===== config.mk =====
export PLATFORM = sky130hd
export DESIGN_NAME = ex_div_ctrl_flat
export DESIGN_NICKNAME = d
export VERILOG_FILES = /design/src/rtl/ex_div_ctrl_if.sv /design/src/rtl/ex_div_ctrl.sv /design/src/flat_wrapper.sv
export SDC_FILE = /design/constraint.sdc
export NUM_CORES = 1
export LEC_CHECK = 0
export CORE_ASPECT_RATIO = 0.5
export CORE_MARGIN = 4
export CORE_UTILIZATION = 40
export DETAILED_ROUTE_END_ITERATION = 8
export GPL_TIMING_DRIVEN = 1
export PLACE_DENSITY_LB_ADDON = 0.3
export SYNTH_ARGS = -nofsm -noshare
export SYNTH_HDL_FRONTEND = slang
export SYNTH_SLANG_ARGS = --single-unit

===== constraint.sdc =====
create_clock -name clk -period 6.3 [get_ports clk]
set_clock_uncertainty 0.05 [all_clocks]
set_input_delay 1.26 -clock clk [delete_from_list [all_inputs] [get_ports clk]]
set_output_delay 1.26 -clock clk [all_outputs]
set_load 0.05 [all_outputs]

===== src/rtl/ex_div_ctrl_if.sv =====
// ex_div_ctrl_if: handshake bundle between the EX issue logic, the iterative
// divider controller and the EX result mux.
//   master : issue/consumer side (drives request, flush and out_ready)
//   slave  : divider controller (drives div_ready, out_valid, div_result, div_busy)
interface ex_div_ctrl_if #(
  parameter int unsigned XLEN = 32
);
  logic            div_valid;
  logic            div_ready;
  logic            div_signed;
  logic            div_mod;
  logic [XLEN-1:0] div_src1;
  logic [XLEN-1:0] div_src2;
  logic            div_flush;
  logic            out_valid;
  logic            out_ready;
  logic [XLEN-1:0] div_result;
  logic            div_busy;

  modport master (
    output div_valid, div_signed, div_mod, div_src1, div_src2, div_flush, out_ready,
    input  div_ready, out_valid, div_result, div_busy
  );

  modport slave (
    input  div_valid, div_signed, div_mod, div_src1, div_src2, div_flush, out_ready,
    output div_ready, out_valid, div_result, div_busy
  );
endinterface


===== src/rtl/ex_div_ctrl.sv =====
// ex_div_ctrl: multi-cycle radix-2 restoring divider for div.w/div.wu/mod.w/mod.wu.
// Operands are converted to magnitudes on accept, 32 iterations run on a shared
// 33-bit subtractor, and the sign fix-up happens on entry to DONE.
// Ports:
//   clk, resetn : core clock, asynchronous active-low reset
//   bus (slave) : request handshake (div_valid/div_ready, operands, div_flush),
//                 result handshake (out_valid/out_ready, div_result), div_busy
// Optional: define DIV_ZERO_FAST_EN to send divide-by-zero straight IDLE -> DONE.
module ex_div_ctrl #(
  parameter int unsigned XLEN  = 32,
  parameter int unsigned CNT_W = 6
) (
  input  logic         clk,
  input  logic         resetn,
  ex_div_ctrl_if.slave bus
);

  typedef enum logic [1:0] {
    IDLE = 2'd0,
    CALC = 2'd1,
    DONE = 2'd2
  } state_e;

  state_e            state_q, state_d;
  logic [CNT_W-1:0]  cnt_q, cnt_d;
  logic              sign1_q, sign1_d;
  logic              sign2_q, sign2_d;
  logic              mod_q, mod_d;
  logic [XLEN-1:0]   dvd_q, dvd_d;
  logic [XLEN-1:0]   dvs_q, dvs_d;
  logic [XLEN-1:0]   rem_q, rem_d;
  logic [XLEN-1:0]   quot_q, quot_d;
  logic              div_ready_q, div_ready_d;
  logic              out_valid_q, out_valid_d;
  logic              div_busy_q, div_busy_d;
  logic [XLEN-1:0]   div_result_q, div_result_d;

  logic [XLEN:0]     trial;
  logic              in_sign1, in_sign2;
  logic [XLEN-1:0]   abs1, abs2;
  logic [XLEN-1:0]   q_fix, r_fix;

  // Next-state, datapath and registered-output logic
  always_comb begin
    state_d      = state_q;
    cnt_d        = cnt_q;
    sign1_d      = sign1_q;
    sign2_d      = sign2_q;
    mod_d        = mod_q;
    dvd_d        = dvd_q;
    dvs_d        = dvs_q;
    rem_d        = rem_q;
    quot_d       = quot_q;
    div_result_d = div_result_q;

    trial    = {rem_q, dvd_q[XLEN-1]} - {1'b0, dvs_q};
    in_sign1 = bus.div_signed & bus.div_src1[XLEN-1];
    in_sign2 = bus.div_signed & bus.div_src2[XLEN-1];
    abs1     = in_sign1 ? (XLEN'(0) - bus.div_src1) : bus.div_src1;
    abs2     = in_sign2 ? (XLEN'(0) - bus.div_src2) : bus.div_src2;

    unique case (state_q)
      IDLE: begin
        // div_ready is high exactly in IDLE, so it is implied here
        if (bus.div_valid && !bus.div_flush) begin
          sign1_d = in_sign1;
          sign2_d = in_sign2;
          mod_d   = bus.div_mod;
          dvd_d   = abs1;
          dvs_d   = abs2;
          rem_d   = '0;
          quot_d  = '0;
          cnt_d   = '0;
          state_d = CALC;
`ifdef DIV_ZERO_FAST_EN
          // Same values the full iteration would produce for a zero divisor
          if (bus.div_src2 == '0) begin
            quot_d  = '1;
            rem_d   = abs1;
            state_d = DONE;
          end
`endif
        end
      end
      CALC: begin
        // trial[XLEN] set means the subtraction went negative: restore
        rem_d  = trial[XLEN] ? {rem_q[XLEN-2:0], dvd_q[XLEN-1]} : trial[XLEN-1:0];
        quot_d = {quot_q[XLEN-2:0], ~trial[XLEN]};
        dvd_d  = {dvd_q[XLEN-2:0], 1'b0};
        cnt_d  = cnt_q + CNT_W'(1);
        if (cnt_q == CNT_W'(XLEN - 1)) begin
          state_d = DONE;
        end
      end
      DONE: begin
        if (bus.out_ready) begin
          state_d = IDLE;
        end
      end
      default: state_d = IDLE;
    endcase

    // Flush overrides everything, including a same-cycle accept or out_ready
    if (bus.div_flush) begin
      state_d = IDLE;
    end

    q_fix = (sign1_d ^ sign2_d) ? (XLEN'(0) - quot_d) : quot_d;
    r_fix = sign1_d ? (XLEN'(0) - rem_d) : rem_d;

    // Capture the result once on entry to DONE so it holds under backpressure
    if ((state_d == DONE) && (state_q != DONE)) begin
      div_result_d = mod_d ? r_fix : q_fix;
    end

    div_ready_d = (state_d == IDLE);
    out_valid_d = (state_d == DONE);
    div_busy_d  = (state_d != IDLE);
  end

  // State and datapath registers
  always_ff @(posedge clk or negedge resetn) begin
    if (!resetn) begin
      state_q      <= IDLE;
      cnt_q        <= '0;
      sign1_q      <= 1'b0;
      sign2_q      <= 1'b0;
      mod_q        <= 1'b0;
      dvd_q        <= '0;
      dvs_q        <= '0;
      rem_q        <= '0;
      quot_q       <= '0;
      div_ready_q  <= 1'b1;
      out_valid_q  <= 1'b0;
      div_busy_q   <= 1'b0;
      div_result_q <= '0;
    end else begin
      state_q      <= state_d;
      cnt_q        <= cnt_d;
      sign1_q      <= sign1_d;
      sign2_q      <= sign2_d;
      mod_q        <= mod_d;
      dvd_q        <= dvd_d;
      dvs_q        <= dvs_d;
      rem_q        <= rem_d;
      quot_q       <= quot_d;
      div_ready_q  <= div_ready_d;
      out_valid_q  <= out_valid_d;
      div_busy_q   <= div_busy_d;
      div_result_q <= div_result_d;
    end
  end

  assign bus.div_ready  = div_ready_q;
  assign bus.out_valid  = out_valid_q;
  assign bus.div_busy   = div_busy_q;
  assign bus.div_result = div_result_q;

endmodule


===== src/flat_wrapper.sv =====
// flat-port wrapper written by rule: the top's interface ports become plain ports
module ex_div_ctrl_flat 
#(
  parameter int unsigned XLEN  = 32,
  parameter int unsigned CNT_W = 6
)
  (clk, resetn, bus_div_valid, bus_div_signed, bus_div_mod, bus_div_src1, bus_div_src2, bus_div_flush, bus_out_ready, bus_div_ready, bus_out_valid, bus_div_result, bus_div_busy);
  ex_div_ctrl_if #(.XLEN(XLEN)) bus_i ();
  input  logic clk;
  input  logic resetn;
  input wire logic [$bits(bus_i.div_valid)-1:0] bus_div_valid;
  input wire logic [$bits(bus_i.div_signed)-1:0] bus_div_signed;
  input wire logic [$bits(bus_i.div_mod)-1:0] bus_div_mod;
  input wire logic [$bits(bus_i.div_src1)-1:0] bus_div_src1;
  input wire logic [$bits(bus_i.div_src2)-1:0] bus_div_src2;
  input wire logic [$bits(bus_i.div_flush)-1:0] bus_div_flush;
  input wire logic [$bits(bus_i.out_ready)-1:0] bus_out_ready;
  output wire logic [$bits(bus_i.div_ready)-1:0] bus_div_ready;
  output wire logic [$bits(bus_i.out_valid)-1:0] bus_out_valid;
  output wire logic [$bits(bus_i.div_result)-1:0] bus_div_result;
  output wire logic [$bits(bus_i.div_busy)-1:0] bus_div_busy;
  assign bus_i.div_valid = bus_div_valid;
  assign bus_i.div_signed = bus_div_signed;
  assign bus_i.div_mod = bus_div_mod;
  assign bus_i.div_src1 = bus_div_src1;
  assign bus_i.div_src2 = bus_div_src2;
  assign bus_i.div_flush = bus_div_flush;
  assign bus_i.out_ready = bus_out_ready;
  assign bus_div_ready = bus_i.div_ready;
  assign bus_out_valid = bus_i.out_valid;
  assign bus_div_result = bus_i.div_result;
  assign bus_div_busy = bus_i.div_busy;
  ex_div_ctrl #(.XLEN(XLEN), .CNT_W(CNT_W)) u_core (.clk(clk), .resetn(resetn), .bus(bus_i));
endmodule

# After elaboration in Yosys (flattened, before gate mapping)
# Cells that the tools add are included.
dict set report totals {
  ff_bits 174
  word_cells 63
}
dict set report op_classes {
  bitwise 4
  n_addsub 6
  n_mux 25
  eq_ne 6
  n_reduce_logical 9
}
# cell n
set ops {}
lappend ops {{$mux W32} 9}
lappend ops {{$pmux W32 S2} 3}
lappend ops {{$sub A1 B32 Y32 const A} 4}
lappend ops {{$sub A33 B32 Y33} 1}
lappend ops {{$pmux W6 S2} 1}
lappend ops {{$mux W2} 4}
lappend ops {{$add A6 B1 Y6 const B} 1}
lappend ops {{$eq A6 B5 Y1 const B} 1}
lappend ops {{$mux W1} 6}
lappend ops {{$mux W6} 1}
lappend ops {{$pmux W2 S3} 1}
lappend ops {{$eq A2 B2 Y1 const B} 2}
lappend ops {{$logic_not A2 Y1} 2}
lappend ops {{$reduce_and A2 Y1} 2}
lappend ops {{$reduce_bool A2 Y1} 2}
lappend ops {{$and A1 B1 Y1} 2}
lappend ops {{$eq A2 B1 Y1 const B} 1}
lappend ops {{$logic_and A1 B1 Y1} 2}
lappend ops {{$ne A2 B1 Y1 const B} 1}
lappend ops {{$ne A2 B2 Y1 const B} 1}
lappend ops {{$logic_not A1 Y1} 1}
lappend ops {{$not A1 Y1} 1}
lappend ops {{$xor A1 B1 Y1} 1}

# Logic depth before layout (Yosys ltp)
dict set report depth {
  word_depth 7
  ltp_mapped 26
  ltp_nobuf 22
}

# Worst setup path after synthesis
# Ideal clock, no wire load.
dict set report synth_path {
  kind {register to register}
  startpoint {reg u_core.dvd_q[31]}
  endpoint {reg u_core.div_result_q[30], in the netlist u_core.bus.div_result[30]}
  setup_slack_ns 0.665
  path_stages_with_launch 24
  arrival_time_ns 5.459
  synth_period_minus_slack_ns 5.635
  path_cell_list {dfrtp_1 inv_1 ha_1 fa_1 and2b_1 o2111ai_2 a2111oi_4 o211ai_1 o211ai_4 buf_6 buf_2 clkbuf_1 clkbuf_1 nand2_1 a32oi_1 ha_1 o211ai_1 mux2_2 nand3b_1 nand4bb_1 nor3_2 a41oi_1 xor2_1 a221o_1}
}
dict set report synth_via {
  elab_chain_cells 6
}
# item line
set synth_rtl {}
lappend synth_rtl {{start, declared} ex_div_ctrl.sv:29} ;# logic [XLEN-1:0] dvd_q, dvd_d;
lappend synth_rtl {{start signal, assigned} ex_div_ctrl.sv:143} ;# dvd_q <= dvd_d;
lappend synth_rtl {{$sub A33 B32 Y33} ex_div_ctrl.sv:56} ;# trial = {rem_q, dvd_q[XLEN-1]} - {1'b0, dvs_q};
lappend synth_rtl {{$mux W32 / $not A1 Y1 (equally long branches)} {ex_div_ctrl.sv:87, ex_div_ctrl.sv:88}}
lappend synth_rtl {{$pmux W32 S2} ex_div_ctrl.sv:62} ;# unique case (state_q)
lappend synth_rtl {{$sub A1 B32 Y32 (on tied branches)} {ex_div_ctrl.sv:109, ex_div_ctrl.sv:108}}
lappend synth_rtl {{$mux W32 (on tied branches)} {ex_div_ctrl.sv:109, ex_div_ctrl.sv:108}}
lappend synth_rtl {{$mux W32 *} ex_div_ctrl.sv:113} ;# div_result_d = mod_d ? r_fix : q_fix;
lappend synth_rtl {{end signal, assigned} ex_div_ctrl.sv:150} ;# div_result_q <= div_result_d;
lappend synth_rtl {{end, declared} ex_div_ctrl.sv:36} ;# logic [XLEN-1:0] div_result_q, div_result_d;
# Every way passes the cells marked *; elsewhere a longest branch is shown, timed or not.
# A chain may end at the register's enable or synchronous reset.

# Worst setup path in the final report
# Ends and elaborated chain as after synthesis.

==> summary.md <==
| Metric | Value |
|---|---|
| Synth Cell Area | `12,100 sq um` |
| Diode count | `0` |
| Top-count cell post-synth | `dfrtp_1` |
| Reg2Reg Launch Point | `u_core.dvd_q[31]` |
| Critical path arrival | `5.84 ns` |
| # DRC | `0` |
| Status | `completed` |
| Tmin final | `5.55 ns` |
| Hold-fix buffers at CTS | `0` |
| Mux contribution to synthesized area | `under 10%` |
| Largest net degree at the start of global routing | `90` |
| Final worst-path cycle share | `88.1%` |
| Global-route wire length before repair | `58,800 um` |
| Synth Area in Adders | `3.98%` |
| Final Hold Fails | `0` |
| Die Wd | `254 um` |
| Max-cap violations | `0` |
| Setup CP Type | `reg -> reg` |
| CTS resizes | `0` |
| Area grow syn2layout | `17.2%` |
| Crit Reg-Reg Endpoint | `u_core.bus.div_result[30]` |
| Worst Min Path Start | `u_core.bus.div_result[13]` |
| Hold path depth | `2` |
| Slew Limit Fails | `0` |
| Post-Syn Instances | `1,466` |
| Port buffer count | `105` |
| Congestion Overflow GR | `0` |
| Clock Path Buffers | `2` |
| Row count | `44` |
| Setup TNS Final | `0 ns` |
| Worst EP required | `6.59 ns` |
| Clock share of power | `roughly a fifth` |
| Pleak | `just over 0.006 uW` |
| Seq/Total Area, Yosys | `35.9%` |
| Initial cell density of the core | `41.2%` |
| Post-synth ARST share | `100%` |
| Die area | `33,400 sq um` |
| RD Place Congestion | `0.918` |
| Main area contributors after synthesis | `dfrtp_1 36%, o21ai_0 6.9%, xnor2_1 6.8%, nand2_1 5.0%, a21oi_1 4.5%` |
| Synthesized flop and latch total | `174` |
| Fmax | `180 MHz` |
| Finished Core Util | `48.3%` |
| Endpoints failing setup | `0` |
| Sequential power share | `around a quarter` |
| Compound-Gate Fraction of Synth Area | `27.0%` |
| Syn avg cell area | `8.28 sq um` |
| Avg WL per Cell | `18.6 um` |
| Hold Crit Endpoint | `u_core.bus.div_result[13]` |
| Main synth FF type | `dfrtp_1` |
| RSZ-0062 raised after global routing | `false` |
| Clk root buf | `clkbuf_16` |
| Layout cells sized above 1 | `5.28%` |
| 1st-pass router iterations | `7` |
| Yosys top cell by area | `dfrtp_1` |
| VDD IR-drop max | `0.273 mV` |
| Antenna violations before repair | `1` |
| CTS tree | `done` |
| DP Wirelength | `around 27,000 um` |
| Post-CTS setup buffer count | `0` |
| Number of synthesized flops with an enable pin | `0` |
| Io pins | `106` |
| Worst-path maximum fanout | `12` |
| Routed wire length | `36,200 um` |
| Xor and xnor area share after synthesis | `under 10%` |
| Worst-Margin Slew | `1.09 ns` |
| Htree depth | `4` |
| Largest family of logic cells by synthesized area | `compound AO/OA/AOI/OAI gates` |
| Iter 0 DRT Violations | `1,157` |
| Core area | `roughly 30,000 sq um` |
| CP Capture Type | `flop` |
| Synth top area share | `35.6%` |
| DIE HEIGHT | `131 um` |
| Synth warnings | `0` |
| Num Clock Sinks | `174` |
| Most instantiated cells after synthesis | `173 x dfrtp_1, 167 x o21ai_0, 163 x nand2_1` |
| Reg-to-reg slack, setup | `~0.75 ns` |
| Final ANT Viol Nets | `0` |
| Num CTS Buffers | `17` |
| Net Count, Synth | `approximately 1.6k` |
| Via count | `11.2k` |
| Vias in the first global route | `10.8k` |
| Switching Share | `46.1%` |
| CP Launch Type | `flop` |
| Gate power share | `54.9%` |
| NumNets Final | `1,648` |
| Internal power | `3210 uW` |
| Clock Latency Late Sink | `between 0.4 and 0.5 ns` |
| P per Cell Area | `418 nW/um^2` |
| Post-synthesis simple-gate area fraction | `17.4%` |
| Clock-pin slew on the worst setup and hold paths | `0.07 ns` |
| Vias per cell | `5.79` |
| Reg2reg path depth | `21` |
| Worst Hold Class | `reg -> reg` |
| Total Routing Usage GR | `a little over a fifth` |
| Post-synth cell types | `85` |
| Worst slew margin | `26.9%` |
| Sw Pwr | `around 2700 uW` |
-- final cells by class --
class	instances	area, sq um
clock buffer	20	457
clock inverter	12	170
fill	2832	15200
inverter	80	300
multi-input combinational	1137	7220
sequential	174	4360
tap	391	489
timing repair buffer	129	1240
-- layer usage --
metal	vias to the layer above	share of wire (%)	track usage [%]
met3	38	7.5	4.98
met2	344	42	31.2
met5	-	0.036	0
met4	2	1.3	5.11
li1	5455	-	-
met1	5408	49	33.0
-- placed cells by master (no fill, tap or decap), drive strengths merged, types with 20 or more instances in the layout --
cell type / Yosys / layout
clkbuf: 60 / 20
clkdlybuf4s50: 0 / 104
a22oi: 54 / 54
ha: 37 / 37
inv: 80 / 86
o21ai: 177 / 177
xnor2: 94 / 94
xor2: 38 / 38
nor3: 25 / 25
nand2: 163 / 163
nor2: 116 / 116
dfrtp: 173 / 173
a31oi: 26 / 26
a21oi: 111 / 111
buf: 15 / 25
nand3: 22 / 22
-- sequential cells by signal (all words and copies together), names as in the netlist, 2 cells and up --
name / cells
u_core.quot_q: 32
u_core.rem_q: 32
u_core.cnt_q: 6
u_core.dvd_q: 32
u_core.dvs_q: 32
u_core.state_q: 2
u_core.bus.div_result: 32
-- metrics by stage --
| step | worst slack (ns) | cell area [sq um] | cells | hold slack, ns | total power [uW] |
|---|---|---|---|---|---|
| 4_1_cts | 0.783 | 14200 | 1943 | 0.436 | 5900 |
| 2_1_floorplan | 0.665 | 12100 | 1466 | 0.400 | 3850 |
| 3_3_place_gp | 1.01 | 13600 | 1911 | 0.411 | 4670 |
| 5_1_grt | 0.276 | 14200 | 1943 | 0.447 | 6380 |
| 6_report | 0.750 | 14200 | 1943 | 0.429 | 5950 |
| 3_5_place_dp | 0.843 | 13600 | 1911 | 0.417 | 4710 |
-- power by group through the flow --
stage                     Clock [uW]  Combinational, uW  Sequential [uW]
after floorplan                    0               2390             1460
after global placement             0               3150             1520
after detailed placement           0               3180             1530
after CTS                       1180               3210             1510
after global routing            1230               3610             1550
final                           1160               3260             1530
-- logic make-up (layout without fill, tap and decap cells) --
group,after synthesis,count (layout)
compound gates,513,513
simple gates,439,439
fa+ha+maj,38,38
buf+inv,155,241
flops,174,174
mux,15,15
xor+xnor,132,132
-- worst max-delay path, cell delays in order, from the launching register on --
cell and delay, ns:
dfrtp_1 0.40, inv_1 0.06, ha_1 0.20, fa_1 0.40, and2b_1 0.25, o2111ai_2 0.20
a2111oi_4 0.58, o211ai_1 0.28, o211ai_4 0.25, o21ai_0 0.13, nand2_1 0.08, o21ai_0 0.18
inv_1 0.12, ha_1 0.20, o211ai_1 0.10, mux2_2 0.28, nand3b_1 0.19, nand4bb_1 0.36
nor3_2 0.42, a41oi_1 0.19, xor2_1 0.18, a221o_1 0.33
-- worst max path at each step --
stage                                endpoint  slack (ns)              from
floorplan           u_core.bus.div_result[30]        0.66  u_core.dvd_q[31]
global placement    u_core.bus.div_result[30]        1.01  u_core.dvd_q[31]
finish              u_core.bus.div_result[30]        0.75  u_core.dvd_q[31]
CTS                 u_core.bus.div_result[30]        0.78  u_core.dvd_q[31]
detailed placement  u_core.bus.div_result[30]        0.84  u_core.dvd_q[31]
global route        u_core.bus.div_result[30]        0.28  u_core.dvd_q[31]
(Power assumes the default switching activity.)
